### src/rtl/regfile_writeback_arbiter.sv
// Register-file write-port initiator: merges a single-cycle ALU result stream with a
// FIFO-buffered load stream into one registered write per cycle, with a starvation guard.
module regfile_writeback_arbiter #(
  parameter int XLEN         = 64,
  parameter int DEPTH        = 2,
  parameter int STARVE_LIMIT = 3
) (
  input  logic                         clk,
  input  logic                         rst,
  input  logic                         alu_valid,
  output logic                         alu_ready,
  input  logic [4:0]                   alu_rd,
  input  logic [XLEN-1:0]              alu_data,
  input  logic                         mem_valid,
  output logic                         mem_ready,
  input  logic [4:0]                   mem_rd,
  input  logic [XLEN-1:0]              mem_data,
  output logic                         reg_write,
  output logic [4:0]                   write_reg,
  output logic [XLEN-1:0]              write_data,
  output logic [$clog2(DEPTH+1)-1:0]   fifo_count,
  output logic                         pending
);

  localparam int CW = $clog2(DEPTH + 1);
  localparam int PW = $clog2(DEPTH);
  localparam int SW = $clog2(STARVE_LIMIT + 1);

  logic [4:0]      fifoRd   [DEPTH];
  logic [XLEN-1:0] fifoData [DEPTH];
  logic [PW-1:0]   wrPtr;
  logic [PW-1:0]   rdPtr;
  logic [SW-1:0]   starveCnt;
  logic            push;
  logic            fifoEmpty;
  logic            grantAlu;
  logic            grantFifo;

  // Both ready signals come from registered state only.
  assign mem_ready = fifo_count < CW'(DEPTH);
  assign alu_ready = starveCnt < SW'(STARVE_LIMIT);
  assign fifoEmpty = fifo_count == '0;
  assign pending   = !fifoEmpty;

  assign push      = mem_valid && mem_ready;
  assign grantAlu  = alu_valid && alu_ready;
  assign grantFifo = !grantAlu && !fifoEmpty;

  // Storage needs no reset: occupancy and pointers define what is live.
  always_ff @(posedge clk) begin
    if (push) begin
      fifoRd[wrPtr]   <= mem_rd;
      fifoData[wrPtr] <= mem_data;
    end
  end

  always_ff @(posedge clk or posedge rst) begin
    if (rst) begin
      wrPtr      <= '0;
      rdPtr      <= '0;
      fifo_count <= '0;
    end else begin
      if (push) begin
        wrPtr <= wrPtr + PW'(1);
      end
      if (grantFifo) begin
        rdPtr <= rdPtr + PW'(1);
      end
      case ({push, grantFifo})
        2'b10:   fifo_count <= fifo_count + CW'(1);
        2'b01:   fifo_count <= fifo_count - CW'(1);
        default: fifo_count <= fifo_count;
      endcase
    end
  end

  always_ff @(posedge clk or posedge rst) begin
    if (rst) begin
      starveCnt <= '0;
    end else if (fifoEmpty || grantFifo) begin
      starveCnt <= '0;
    end else if (starveCnt < SW'(STARVE_LIMIT)) begin
      starveCnt <= starveCnt + SW'(1);
    end
  end

  // rd 0 is consumed like any other result but never asserts the write enable.
  always_ff @(posedge clk or posedge rst) begin
    if (rst) begin
      reg_write  <= 1'b0;
      write_reg  <= '0;
      write_data <= '0;
    end else if (grantAlu) begin
      reg_write  <= alu_rd != 5'd0;
      write_reg  <= alu_rd;
      write_data <= alu_data;
    end else if (grantFifo) begin
      reg_write  <= fifoRd[rdPtr] != 5'd0;
      write_reg  <= fifoRd[rdPtr];
      write_data <= fifoData[rdPtr];
    end else begin
      reg_write  <= 1'b0;
    end
  end

endmodule

### config.mk
export PLATFORM = sky130hd
export DESIGN_NAME = regfile_writeback_arbiter
export DESIGN_NICKNAME = d
export VERILOG_FILES = /design/src/rtl/regfile_writeback_arbiter.sv
export SDC_FILE = /design/constraint.sdc
export NUM_CORES = 1
export LEC_CHECK = 0
export BUFFER_PORTS_ARGS = -buffer_cell sky130_fd_sc_hd__buf_4
export CORE_MARGIN = 10
export CORE_UTILIZATION = 55
export CTS_CLUSTER_DIAMETER = 200
export DETAILED_ROUTE_END_ITERATION = 6
export MAX_ROUTING_LAYER = met4
export PLACE_DENSITY = 0.82
export REMOVE_ABC_BUFFERS = 1
export SETUP_SLACK_MARGIN = 0.02
export SLEW_MARGIN = 10
export SYNTH_ARGS = -nofsm -noshare
export SYNTH_HDL_FRONTEND = slang
export SYNTH_SLANG_ARGS = --single-unit
export TNS_END_PERCENT = 10
### constraint.sdc
create_clock -name clk -period 11.6 [get_ports clk]
set_input_delay 2.32 -clock clk [delete_from_list [all_inputs] [get_ports clk]]
set_output_delay 2.32 -clock clk [all_outputs]
set_load 0.03 [all_outputs]
==> impl_metrics.ini <==
[place]
gp_congestion = 0.755
numPortBuffers = 216
hpwlAfterDp_um = 13300

[logic_synthesis]
synth_seq_area_share_pct = 71.5
netlist_area_sq_mm = 0.00846
synth_area_per_cell_sq_um = 13.3
synth_top_cell_by_area = edfxtp_1
ys_warn_count = 0
syn_inst = 635
synthTopCellsByArea = edfxtp_1 (49%), dfrtp_1 (22%), a211oi_1 (6.1%)
synthDominantCellAreaShare_pct = 49.0
synth-seq-cells = 214
ys_types = 26

[global_route]
grt_usage_pct = 18.6
grt_pass1_vias = 6026
overflow = 0
antenna_found_initial = 1
grt_first_pass_wirelength_um = 30100
grt_max_degree = 88

[clocking]
clkLatencyLatePin_ps = 480
cts_hold_buf = 0
post_cts_resized = 0
clock-root-buffer = clkbuf_16
htreeDepth = 1
clockBufferDepth = 3
cts_setup_buffers = 0
clk_pin_slew_ps = 60
cts_tree = yes
numClockSinks = 214
cts_buffers = 22

[sta]
rsz0062_at_grt = false
tns_ps = 0
fin_crit_sh_pct = 36.5
finalCriticalPeriod_ps = 4240
fin_skew_ps = 9.06
slew_headroom_pct = 34.1
finalHoldViolCount = 0
tightest_slew_ps = 989
setup_violations = 0
drv_slew = 0
max_freq_ghz = 0.236

[finish]
regMostFlops = fifoData
area.growth.synth_to_final_pct = 29.4
final_cell_mix = buf_4 (223), edfxtp_1 (138), dfrtp_1 (75)
nets = 980
final_common_cell = buf_4
largest_reg_flops = 128
drive_gt1_share_pct = 31.1
reg_top3 = fifoData x128, write_data x64, fifoRd x10

[floorplanning]
rows = 45
fp.dieArea_sq_mm = 0.0207
ios = 217
core_sq_mm = 0.0151
die_y_um = 144
die_w_um = 144
initial_utilization_pct = 55.9

[detailed_routing]
avgViaCountPerCell = 5.45
drt_iter0_markers = 396
drcViolationCount = 0
vias = 5678
wl_per_cell_um = 18.4
wl_um = 19100
drtAntennaViolNets = 0
first_pass_iters = 5

[critical_path]
path_max_fanout = 71
cp_data_required_time_ps = 9280
cp.arrival_ps = 1920
endpoint_kind = output port
startpoint_type = register
critPathKind = reg2out

[power]
p_total_w = 0.00285
ir_worst_vdd_v = 0.000179
cellLeakagePower_nw = 4.44
power_density_mw_per_mm2 = 260

[run]
drv_cap = 0

[worst_hold_path]
worstHoldPathType = reg2reg

[status]
status = finished clean
-- metal layers --
metal	up-vias	part of all wire, %	track usage (%)
met5	-	0	-
met4	0	1.9	5.00
met3	27	8.5	5.08
met2	195	50	30.9
met1	2727	39	21.9
li1	2729	-	-
-- path summary, 6_finish.rpt --
kind	startpoint	to	slack, ps	depth (start not counted)
worst max-delay path	fifo_count[0]$_DFFE_PP0P_	pending	7360	4
worst min-delay path	starveCnt[0]$_DFFE_PP0P_	starveCnt[0]$_DFFE_PP0P_	440	1
worst max register to register	fifo_count[0]$_DFFE_PP0P_	fifo_count[1]$_DFFE_PP0P_	8990	9
worst min register to register	starveCnt[0]$_DFFE_PP0P_	starveCnt[0]$_DFFE_PP0P_	440	1
max in group asynchronous	rst	rdPtr$_DFFE_PP0P_	8740	3
min in group asynchronous	rst	write_data[44]$_DFFE_PP0P_	2140	3
-- metrics by stage --
stage / std cells / cell area (sq um) / util [%] / setup slack, ps / hold slack, ps
6_report: 1041 / 10900 / 72.3 / 7360 / 444
5_1_grt: 1041 / 10900 / 72.3 / 7200 / 471
4_1_cts: 1040 / 10900 / 72.3 / 7290 / 447
3_5_place_dp: 1000 / 10200 / 67.2 / 7810 / 439
3_3_place_gp: 1000 / 10200 / 67.2 / 7840 / 428
2_1_floorplan: 589 / 8240 / - / 4240 / 418
-- final cells by class --
class	instances	area [sq um]
flip-flops and latches	214	6050
fillers	1013	4200
multi-input cells	370	2200
repair buffers	223	1670
clock buffers	31	657
well taps	188	235
clock inverters	9	106
inverters	5	20.0
diodes	1	2.50
-- logic make-up after synthesis --
group                    Yosys count  synth area share, %
AND/OR/NAND/NOR                  222                 12.5
AO/OA/AOI/OAI                    141                 12.5
buffers and inverters             51                 2.77
flip-flops                       214                 71.5
XOR/XNOR                           5                0.518
adder cells (fa/ha/maj)            2                0.296
-- cell usage after synthesis --
master	instances
edfxtp_1	138
dfrtp_1	76
nand2_1	71
nor2_1	71
a211oi_1	69
o31ai_1	69
nor2b_1	54
buf_2	28
and2b_1	16
clkbuf_1	16
xnor2_1	5
inv_1	4
and3_1	2
buf_4	2
ha_1	2
nor3_1	2
inv_2	1
nand2b_1	1
nor2_2	1
nor3b_1	1
nor4_1	1
nor4b_1	1
o21ai_0	1
o21ai_1	1
o22a_1	1
or4_1	1
-- power by group --
group	leakage, nW	internal (W)	switching [W]
logic	1.91	0.000352	0.000634
registers	2.18	0.00103	0.000111
clock network	0.357	0.000441	0.000279
-- worst max-delay path: stages (launching register included) --
cell	delay, ps
dfrtp_1	460
nor2_4	120
buf_4	590
inv_2	70
buf_4	190
Note: power is estimated with default switching activity, not from simulation.
